### src/rtl/mem_arbiter.sv
// Arbitrates the instruction-fetch and data requesters onto the single ram master port.
// The grant is held until the ram reports ACCESS, ERROR, a watchdog expiry, or the requester withdraws.
package mem_arbiter_pkg;
  typedef enum logic [1:0] {
    FREE   = 2'b00,
    BUSY   = 2'b01,
    ACCESS = 2'b10,
    ERROR  = 2'b11
  } ramstate_t;
endpackage

module mem_arbiter
  import mem_arbiter_pkg::*;
#(
  parameter int unsigned TIMEOUT = 64,
  parameter logic [31:0] BAD     = 32'hBAD1BAD1
) (
  input  logic        CLK,
  input  logic        RST,
  input  logic        iREN,
  input  logic [31:0] iaddr,
  output logic        iwait,
  output logic [31:0] iload,
  input  logic        dREN,
  input  logic        dWEN,
  input  logic [31:0] daddr,
  input  logic [31:0] dstore,
  output logic        dwait,
  output logic [31:0] dload,
  output logic        ramREN,
  output logic        ramWEN,
  output logic [31:0] ramaddr,
  output logic [31:0] ramstore,
  input  logic [31:0] ramload,
  input  ramstate_t   ramstate,
  output logic        err,
  output logic [1:0]  err_code
);

  localparam int unsigned WDOG_W      = $clog2(TIMEOUT) + 1;
  localparam logic [1:0]  ERR_RAM     = 2'b01;
  localparam logic [1:0]  ERR_TIMEOUT = 2'b10;

  typedef enum logic [1:0] {
    IDLE,
    IGNT,
    DGNT
  } state_t;

  state_t              state;
  logic                last_d;
  logic [WDOG_W-1:0]   wdog;

  logic                granted_c;
  logic                access_c;
  logic                ram_fault_c;
  logic                req_held_c;
  logic                timeout_c;
  logic                d_pending_c;
  logic                d_first_c;

  // Transaction status decode from the current grant and ram state.
  always_comb begin
    granted_c   = (state != IDLE);
    access_c    = granted_c && (ramstate == ACCESS);
    ram_fault_c = granted_c && (ramstate == ERROR);
    req_held_c  = (state == IGNT) ? iREN : (dREN | dWEN);
    timeout_c   = granted_c && (ramstate != ACCESS) && (wdog == WDOG_W'(TIMEOUT - 1));
    d_pending_c = dREN | dWEN;
    d_first_c   = d_pending_c && (!iREN || !last_d);
  end

  // Completion is reported in the ACCESS cycle itself, so wait/load are combinational.
  always_comb begin
    iwait = 1'b1;
    iload = BAD;
    dwait = 1'b1;
    dload = BAD;
    if (access_c && (state == IGNT)) begin
      iwait = 1'b0;
      iload = ramload;
    end
    if (access_c && (state == DGNT)) begin
      dwait = 1'b0;
      if (ramREN) begin
        dload = ramload;
      end
    end
  end

  // Grant FSM; ram master signals are registered alongside the state.
  always_ff @(posedge CLK) begin
    if (RST) begin
      state    <= IDLE;
      last_d   <= 1'b0;
      wdog     <= '0;
      err      <= 1'b0;
      err_code <= 2'b00;
      ramREN   <= 1'b0;
      ramWEN   <= 1'b0;
      ramaddr  <= '0;
      ramstore <= '0;
    end else begin
      state    <= IDLE;
      wdog     <= '0;
      ramREN   <= 1'b0;
      ramWEN   <= 1'b0;
      ramaddr  <= '0;
      ramstore <= '0;
      case (state)
        IDLE: begin
          if (d_first_c) begin
            state    <= DGNT;
            ramREN   <= dREN;
            ramWEN   <= dWEN;
            ramaddr  <= daddr;
            ramstore <= dstore;
          end else if (iREN) begin
            state   <= IGNT;
            ramREN  <= 1'b1;
            ramaddr <= iaddr;
          end
        end
        IGNT, DGNT: begin
          if (ram_fault_c) begin
            err <= 1'b1;
            if (!err) begin
              err_code <= ERR_RAM;
            end
          end else if (access_c) begin
            last_d <= (state == DGNT);
          end else if (req_held_c && timeout_c) begin
            err <= 1'b1;
            if (!err) begin
              err_code <= ERR_TIMEOUT;
            end
          end else if (req_held_c) begin
            // Stay granted; address/data changes pass through and restart the ram count.
            state <= state;
            wdog  <= (wdog == {WDOG_W{1'b1}}) ? wdog : wdog + WDOG_W'(1);
            if (state == IGNT) begin
              ramREN  <= 1'b1;
              ramaddr <= iaddr;
            end else begin
              ramREN   <= dREN;
              ramWEN   <= dWEN;
              ramaddr  <= daddr;
              ramstore <= dstore;
            end
          end
        end
        default: begin
          state <= IDLE;
        end
      endcase
    end
  end

endmodule
### config.mk
export PLATFORM = sky130hd
export DESIGN_NAME = mem_arbiter
export DESIGN_NICKNAME = d
export VERILOG_FILES = /design/src/rtl/mem_arbiter.sv
export SDC_FILE = /design/constraint.sdc
export NUM_CORES = 1
export LEC_CHECK = 0
export ABC_AREA = 1
export BUFFER_PORTS_ARGS = -buffer_cell sky130_fd_sc_hd__buf_2
export CAP_MARGIN = 20
export CORE_MARGIN = 5
export CORE_UTILIZATION = 38
export DETAILED_ROUTE_END_ITERATION = 8
export PLACE_DENSITY = 0.8
export SLEW_MARGIN = 20
export SYNTH_ARGS = -nofsm -noshare
export SYNTH_HDL_FRONTEND = slang
export SYNTH_SLANG_ARGS = --single-unit
### constraint.sdc
create_clock -name CLK -period 1.7 [get_ports CLK]
set_input_delay 0.255 -clock CLK [delete_from_list [all_inputs] [get_ports CLK]]
set_output_delay 0.255 -clock CLK [all_outputs]
set_load 0.02 [all_outputs]
# ---- Word level (Yosys, flattened, before mapping)
# Cells that the tools add are included.
dict set report totals {
  reg_bits 79
  inputBits 135
  out_inout_bits 135
  word_cells 95
}
dict set report op_classes {
  n_addsub 1
  eq_ne 11
  n_mux 51
  bitwise 4
  reduce_logical 19
}
# operator n
set ops {}
lappend ops {{$mux 32} 16}
lappend ops {{$pmux 32 s2} 2}
lappend ops {{$mux 1} 20}
lappend ops {{$mux 2} 10}
lappend ops {{$logic_and 1x1->1} 8}
lappend ops {{$add 7x1->7 const B} 1}
lappend ops {{$eq 7x6->1 const B} 1}
lappend ops {{$eq 7x7->1 const B} 1}
lappend ops {{$eq 2x2->1 const B} 3}
lappend ops {{$reduce_and 3->1} 2}
lappend ops {{$reduce_or 6->1} 1}
lappend ops {{$ne 5x5->1 const B} 1}
lappend ops {{$reduce_and 5->1} 1}
lappend ops {{$ne 2x2->1 const B} 2}
lappend ops {{$pmux 1 s2} 2}
lappend ops {{$pmux 2 s2} 1}
lappend ops {{$reduce_bool 2->1} 2}
lappend ops {{$ne 3x3->1 const B} 1}
lappend ops {{$not 1->1} 3}
lappend ops {{$eq 2x1->1 const B} 1}
lappend ops {{$logic_not 1->1} 2}
lappend ops {{$logic_not 2->1} 1}
lappend ops {{$ne 2x1->1 const B} 1}
lappend ops {{$reduce_or 2->1} 1}
lappend ops {{other kinds (2)} 2}

# ---- Longest topological paths before layout
# Gate-level depths: netlist (run 1).
dict set report logic_depth {
  ltp_word 8
  depth_mapped 11
  mapped_depth_nobuf 10
}

# ---- Worst setup path before layout (run 1)
# OpenSTA, ideal clock, no wires.
dict set report synth_timing {
  path_type {register to output}
  startpoint {register state[0]}
  endpoint {output iload[10]}
  arrival_time_ns 1.868
  required_ns 1.445
  setup_slack_ns -0.423
  stages_incl_launch_ff 9
  n_path_buf 1
  path_cell_list {dfxtp_1 -> inv_1 -> ha_1 -> inv_2 -> nand2_1 -> nor2_2 -> inv_1 -> buf_1 -> nor2_1}
}
dict set report synth_via {
  elab_chain_len 4
  word_cells_on_any_way 5
  cone_classes {eq/ne (1); mux (1); reduce/logical (3)}
}
# item line_no
set synth_lines {}
lappend synth_lines {{from (decl)} 50} ;# state_t state;
lappend synth_lines {{from (signal assigned)} 139} ;# state <= state;
lappend synth_lines {{$reduce_bool 2->1} 64} ;# granted_c = (state != IDLE);
lappend synth_lines {{$logic_and 1x1->1} 65} ;# access_c = granted_c && (ramstate == ACCESS);
lappend synth_lines {{$logic_and 1x1->1 *} 79} ;# if (access_c && (state == IGNT)) begin
lappend synth_lines {{$mux 32 *} 79}
lappend synth_lines {{to (decl)} 23} ;# output logic [31:0] iload,
# Every way passes the cells marked *; elsewhere a longest branch is shown, timed or not.

# ---- Worst setup path after layout (run 1)
dict set report layout_timing {
  startpoint {register state[0]}
  endpoint {output iload[0]}
}
# The elaborated chain is that of the path after synthesis.

==> results.md, run 1 <==
* Status: finished, violations left
* Failing checks: negative setup slack
* Core area at 10420 sq um
* Top-level I/O count at 270
* Count of flip-flops with a built-in enable after synthesis at 0
* Most frequent cells in the layout: buf_2 (212), nand2_1 (123), dfxtp_1 (77)
* WS Path Type: reg -> out
* WL final at 17040 um
* Max Cap Viol at 0
* Core Rows at 37
* R2R setup slack at -0.14 ns
* P per Cell Area at 1315 nW/um^2
* CP delay by family, top: buffers and inverters
* Area after DPL at 5959 sq um
* Reg-to-reg endpoint: state[1]$_SDFFE_PP0P_
* Final WS setup at -0.3098 ns
* Final Cycle Share at 118.2%
* Gr busiest metal: met2
* Setup Skew at 0.01119 ns
* Largest net degree at the start of global routing at 39
* Slowest-stage cell, CP: dfxtp_2
* Vias in the first global route at 4900
* Antenna Violating Nets Remaining at 0
* First-pass GRT wire length at 24210 um
* Max_slew headroom at 75.86%
* Critical path endpoint category: primary output
* Avg WL per Cell at 16.15 um
* Tmin final at 2.010 ns
* Synth Area in Simple Gates at 33.67%
* Final Core Density at 70.50%
* Worst path depth at 10
* Die height at 113.6 um
* #FFs+latches synth at 79
* CTS Root Cell: clkbuf_8
* Yosys top cell by area: dfxtp_1
* DRC at 0
* End point of the critical path: iload[0]
* Most frequent cell on the critical path: buf_12
* Fin. Hold Viols at 0
* Initial antenna violation count at 2
* # clock sinks at 79
* Crit path buf inv count at 6
* Cells after synthesis at 604
* GR Util All Layers at 23.15%
* Routability cong. at 0.9133
* Area Growth Syn to Fin at 80.14%
* Drt via density at 4.867
* CP max stage delay at 0.36 ns
* Yosys cell types at 27
* DRT Pass-1 Iters at 5
* Worst Path Arrival at 1.75 ns
* Worst min path class: in -> reg
* # port buffers at 269
* Clock slew at reported path FFs at 0.09 ns
* Share of cells above drive strength 1 at 51.15%
* Via count at 5135
* Met2 Use GR at 43.03%
* CP startpoint: state[0]$_SDFFE_PP0P_
* Clk buf depth at 2
* Post-synth net total at 744
* Final instance area at 7343 sq um
* Worst slew pin tran at 0.3621 ns
* Synth Area in Adders at 1.535%
* Number of filler cells placed in the layout at 789
* Synth top area share at 38.80%
* Commonest non-fill, non-tap cell in the layout: buf_2
* Compound-Gate Fraction of Synth Area at 13.69%
* Fmax at 0.4976 GHz
* # H-tree levels at 3
* Seq/Total Area, Yosys at 38.80%
* Post-Syn Area per Cell at 6.749 sq um
* Critical-path cell list: inv_2, ha_4, inv_4, nand2_4, nor2_4, buf_12, buf_12, buf_12, nand2_4, buf_6
* Largest cells by area after synthesis: dfxtp_1 (39%), nand2_1 (14%), o21ai_0 (8.3%)
* Post-synth top flop: dfxtp_1
* Max-slew violations at 0
* CTS tree: done
* Ys async rst share at 0%
* Pleak at 3.651 nW
* Layout Nets at 1052
* Chip Width at 113.6 um
* FF-to-FF path depth at 14
* Mux contribution to synthesized area at 0%
* Xor and xnor area share after synthesis at 0.6446%
* Endpoints failing setup at 133
* GRT overflow at 0
* CTS buffer count at 9
* Met1 Track Usage GR at 24.10%
* Initial Util at 39.14%
* Crit start category: register
* Post-DP HPWL at 11420 um
* Die area at 12900 sq um
* Worst path required time at 1.44 ns
* Met3 Use GR at 6.631%
* Worst skew pair latency at 0.34 ns
* Starting DRT DRC Count at 300
* Unrepaired setup endpoints after global routing: yes
* Largest family of logic cells by synthesized area: simple AND/OR/NAND/NOR gates
* VDD IR max at 1.059 mV
* Syn Std Cell Area at 4076 sq um
* Ys Warns at 0
* CP max FO at 5
* Critical R2R Launch: state[0]$_SDFFE_PP0P_
[worst min-delay path, stage by stage]
cell and delay (ns):
buf_2 0.09, nand2_1 0.05, nor2_1 0.04
[cell type report]
cell class	instances	area, sq um	area share (%)
Sequential cell	79	1584	21.57
Clock buffer	9	123.9	1.687
Inverter	83	347.8	4.737
Multi-Input combinational cell	407	2565	34.93
Clock inverter	7	83.83	1.142
Antenna cell	2	5.005	0.06815
Timing Repair Buffer	332	2464	33.55
Tap cell	136	170.2	2.317
[worst min path at each step]
stage	slack, ns	end	cells past startpoint	from
floorplan	0.32	err$_SDFFE_PP0P_	1	RST
global placement	0.44	err_code[1]$_SDFFE_PP0P_	2	err_code[1]$_SDFFE_PP0P_
detailed placement	0.44	err_code[1]$_SDFFE_PP0P_	2	err_code[1]$_SDFFE_PP0P_
CTS	0.12	ramstore[24]$_SDFF_PP0_	3	dstore[24]
global route	0.11	ramstore[25]$_SDFF_PP0_	3	dstore[25]
finish	0.13	ramstore[23]$_SDFF_PP0_	3	dstore[23]
[registers in the layout, indices dropped and copies added (netlist names)]
name / count
ramREN: 1
ramWEN: 1
state: 2
wdog: 7
ramstore: 32
ramaddr: 32
err_code: 2
last_d: 1
err: 1
[what timing repair did]
item | 4_1_cts | 5_1_grt
pin swaps | 4 | 10
gates resized for setup | 157 | 88
gates cloned | 4 | 3
endpoints found under the setup margin | 72 | 141
hold buffers | 0 | 0
buffers inserted | 8 | 12
[routing by layer]
metal | part of all wire (%) | up-vias
li1 | - | 2523
met1 | 36 | 2329
met2 | 52 | 231
met3 | 8.1 | 50
met4 | 3.6 | 2
met5 | 0.076 | -
[through the flow]
stage,total power [mW],TNS (ns),hold WS [ns],setup WS [ns],cells
floorplan,5.222,0,0.3241,0.01026,604
global placement,6.720,-0.04613,0.4385,-0.04139,1013
detailed placement,6.805,-1.133,0.4396,-0.08738,1013
CTS,8.591,-15.98,0.1165,-0.2799,1040
global route,10.26,-33.67,0.1077,-0.3796,1054
finish,9.658,-22.23,0.1287,-0.3098,1055
[kinds of logic after synthesis]
logic type               after synthesis
XOR/XNOR                               3
AO/OA/AOI/OAI                        111
flip-flops                            79
buffers and inverters                118
adder cells (fa/ha/maj)                5
AND/OR/NAND/NOR                      288
[synth_stat cells, types with 5 or more instances]
library cell  number
nor2_1            52
nand3_1           37
clkbuf_1          16
nand4_1            5
ha_1               5
buf_2             11
nand2_1          157
buf_1              5
inv_1             80
nor3b_1            8
o21ai_0           68
nor3b_2           19
a21oi_1           41
dfxtp_1           79
[power by group]
part	internal, mW	switching, mW
combinational	2.44	3.20
clock	0.708	0.767
sequential	2.37	0.170
total	5.52	4.14
No activity file was read; power rests on OpenSTA's default activity.
==> inputs of run 2 (changes only) <==
--- a/config.mk
+++ b/config.mk
@@ -8,9 +8,11 @@
 export ABC_AREA = 1
 export BUFFER_PORTS_ARGS = -buffer_cell sky130_fd_sc_hd__buf_2
 export CAP_MARGIN = 20
+export CORE_ASPECT_RATIO = 0.75
 export CORE_MARGIN = 5
 export CORE_UTILIZATION = 38
 export DETAILED_ROUTE_END_ITERATION = 8
+export GPL_ROUTABILITY_DRIVEN = 0
 export PLACE_DENSITY = 0.8
 export SLEW_MARGIN = 20
 export SYNTH_ARGS = -nofsm -noshare
==> run 2 against run 1 <==
Effect of this change:
- the flow still finishes with violations (negative setup slack)
- critical path depth grew 1
- sequential cell count is the same
- sequential share of layout area shrank 1.0 points
- clock power grew 31%
- fmax shrank 4.2%
- via count grew 1.8%
- worst setup slack lost 0.087 ns
- highest routed layer unchanged
==> results.md, run 2 (synthesized netlist as in run 1, its figures left out) <==
* Status: finished, violations left
* Failing checks: negative setup slack
* CP max stage delay at 0.35 ns (about the same)
* Crit start category: register
* Worst path required time at 1.44 ns (about the same)
* Pre-CTS setup slack at -0.3434 ns (-0.2561 ns)
* Most frequent cells in the layout: buf_2 (203), nand2_1 (96), dfxtp_1 (77)
* Max-slew violations at 0 (unchanged)
* Initial antenna violation count at 2 (unchanged)
* # H-tree levels at 3 (unchanged)
* Antenna Violating Nets Remaining at 0 (unchanged)
* Critical path endpoint category: primary output
* Worst min path class: in -> reg
* Tmin final at 2.097 ns (+0.08702 ns)
* Commonest non-fill, non-tap cell in the layout: buf_2
* Sw frac at 42.73% (-0.16 points)
* Avg WL per Cell at 16.54 um (+2.4%)
* Setup Skew at 0.008611 ns (-0.002582 ns)
* Critical-path cell list: inv_4, ha_4, inv_4, nand2_4, buf_6, nor2_4, nand2_4, buf_12, buf_12, nor2_4, buf_6
* Worst Path Arrival at 1.84 ns (+0.09 ns)
* Core Rows at 32 (-14%)
* Chip Width at 129.6 um (+14%)
* Endpoints failing setup at 134 (+0.75%)
* Area Growth Syn to Fin at 89.23%
* Fin. Hold Viols at 0 (unchanged)
* Crit path buf inv count at 6 (unchanged)
* Initial Util at 39.31% (+0.17 points)
* Die height at 99.70 um (-12%)
* CP max FO at 7 (+2)
* Pint at 6.153 mW (+12%)
* Vias in the first global route at 4820 (-1.6%)
* Total placed cells including tap cells at 1007 (-0.59%)
* Starting DRT DRC Count at 249 (-17%)
* WS Path Type: reg -> out
* CTS tree: done
* Core area at 10370 sq um (-0.44%)
* Clock network power share at 18.1% (+2.8 points)
* DRC at 0 (unchanged)
* Combinational group share of total power at 58.4% (about the same)
* NetSw at 4.590 mW (+11%)
* WL final at 17500 um (+2.7%)
* Via count at 5229 (+1.8%)
* GRT overflow at 0 (unchanged)
* Drt via density at 4.942 (+1.5%)
* VDD IR max at 0.8819 mV (-17%)
* Pwr Total at 10.74 mW (+11%)
* Clock slew at reported path FFs at 0.06 ns (-0.03 ns)
* CTS buffer count at 9 (unchanged)
* Final Cycle Share at 123.3% (+5.1 points)
* First-pass GRT wire length at 24420 um (+0.85%)
* Unrepaired setup endpoints after global routing: yes
* Pleak at 3.797 nW (+4.0%)
* Layout Cells excl Fill at 1058 (+0.28%)
* N_diodes at 0 (-2)
* # clock sinks at 79 (unchanged)
* Flop pwr share at 23.5% (-2.8 points)
* Worst skew pair latency at 0.33 ns (about the same)
* Final WS setup at -0.3968 ns (-0.08702 ns)
* CTS Root Cell: clkbuf_16
* Share of cells above drive strength 1 at 57.16% (+6.0 points)
* Max Cap Viol at 0 (unchanged)
* Largest net degree at the start of global routing at 66 (+69%)
* P per Cell Area at 1393 nW/um^2 (+5.9%)
* Fmax at 0.4769 GHz (-4.2%)
* GR Util All Layers at 23.73% (+0.57 points)
* Top-level I/O count at 270 (unchanged)
* # port buffers at 269 (unchanged)
* Die area at 12920 sq um (+0.16%)
* Final setup TNS at -30.81 ns (-8.583 ns)
* Layout Nets at 1057 (+0.48%)
* Biggest regs: ramaddr: 32 flops, ramstore: 32 flops, wdog: 7 flops
* Post-DP HPWL at 11110 um (-2.7%)
* Slowest-stage cell, CP: dfxtp_2
* CP delay by family, top: buffers and inverters
* DRT Pass-1 Iters at 5 (unchanged)
* Clk buf depth at 2 (unchanged)
* Number of filler cells placed in the layout at 770 (-2.4%)
* Worst slew pin tran at 0.4205 ns (+0.05838 ns)
* Max_slew headroom at 71.97% (-3.9 points)
[run 2: cell types whose count changed in the layout (fill, tap and decap cells not counted), moves of 9 or more]
cell       before  now
nand2_2        16   35
clkbuf_16       3   13
clkbuf_8        9    0
a21oi_2         5   28
a21oi_1        36   13
nand2_1       123   96
buf_2         212  203
[run 2: metal layers]
layer	wire length (um)	vias up	track usage, %
li1	-	2535	-
met3	1791	26	9.232
met5	27	-	0
met1	6308	2420	26.17
met4	257	4	3.994
met2	9116	244	43.64
[run 2: per-stage QoR]
step	hold slack [ns]	area [sq um]	util [%]
floorplan	0.3241	4303	-
global placement	0.4389	5927	57.15
detailed placement	0.4419	5927	57.15
CTS	0.1491	7163	69.08
global route	0.1494	7714	74.38
finish	0.1572	7714	74.38
[run 2: repair_timing]
action                                  4_1_cts  5_1_grt
buffers inserted                             15       14
hold buffers                                  0        0
endpoints found under the setup margin      105      141
pin swaps                                     4       30
cloned                                        7        4
resized for setup                           201      116
[run 2: cell type report]
cell class / count / area (sq um) / share of cell area (%)
Multi-Input combinational cell: 408 / 2776 / 35.99
Timing Repair Buffer: 335 / 2529 / 32.78
Sequential cell: 79 / 1584 / 20.54
Inverter: 83 / 341.6 / 4.428
Clock buffer: 10 / 229.0 / 2.968
Tap cell: 136 / 170.2 / 2.206
Clock inverter: 6 / 67.56 / 0.8759
Timing Repair inverter: 1 / 16.27 / 0.2109
[run 2: tightest hold or removal path, stage by stage]
cell and delay, ns:
buf_2 0.10, nand2_1 0.05, nor2_1 0.04
[run 2: path summary, 6_finish.rpt]
kind / start / endpoint / slack [ns] / cells after the start
worst max-delay path: state[1]$_SDFFE_PP0P_ / dload[2] / -0.40 / 11
worst max register to register: state[1]$_SDFFE_PP0P_ / state[0]$_SDFFE_PP0P_ / -0.23 / 14
worst min register to register: err_code[1]$_SDFFE_PP0P_ / err_code[1]$_SDFFE_PP0P_ / 0.45 / 2
worst min-delay path: dstore[27] / ramstore[27]$_SDFF_PP0_ / 0.16 / 3
[run 2: power groups by stage]
stage	clock network (mW)	registers, mW	logic, mW
after floorplan	0	3.16	2.06
after global placement	0	2.54	4.02
after detailed placement	0	2.55	4.09
after CTS	1.96	2.52	4.81
after global routing	2.05	2.58	6.70
final	1.94	2.53	6.28
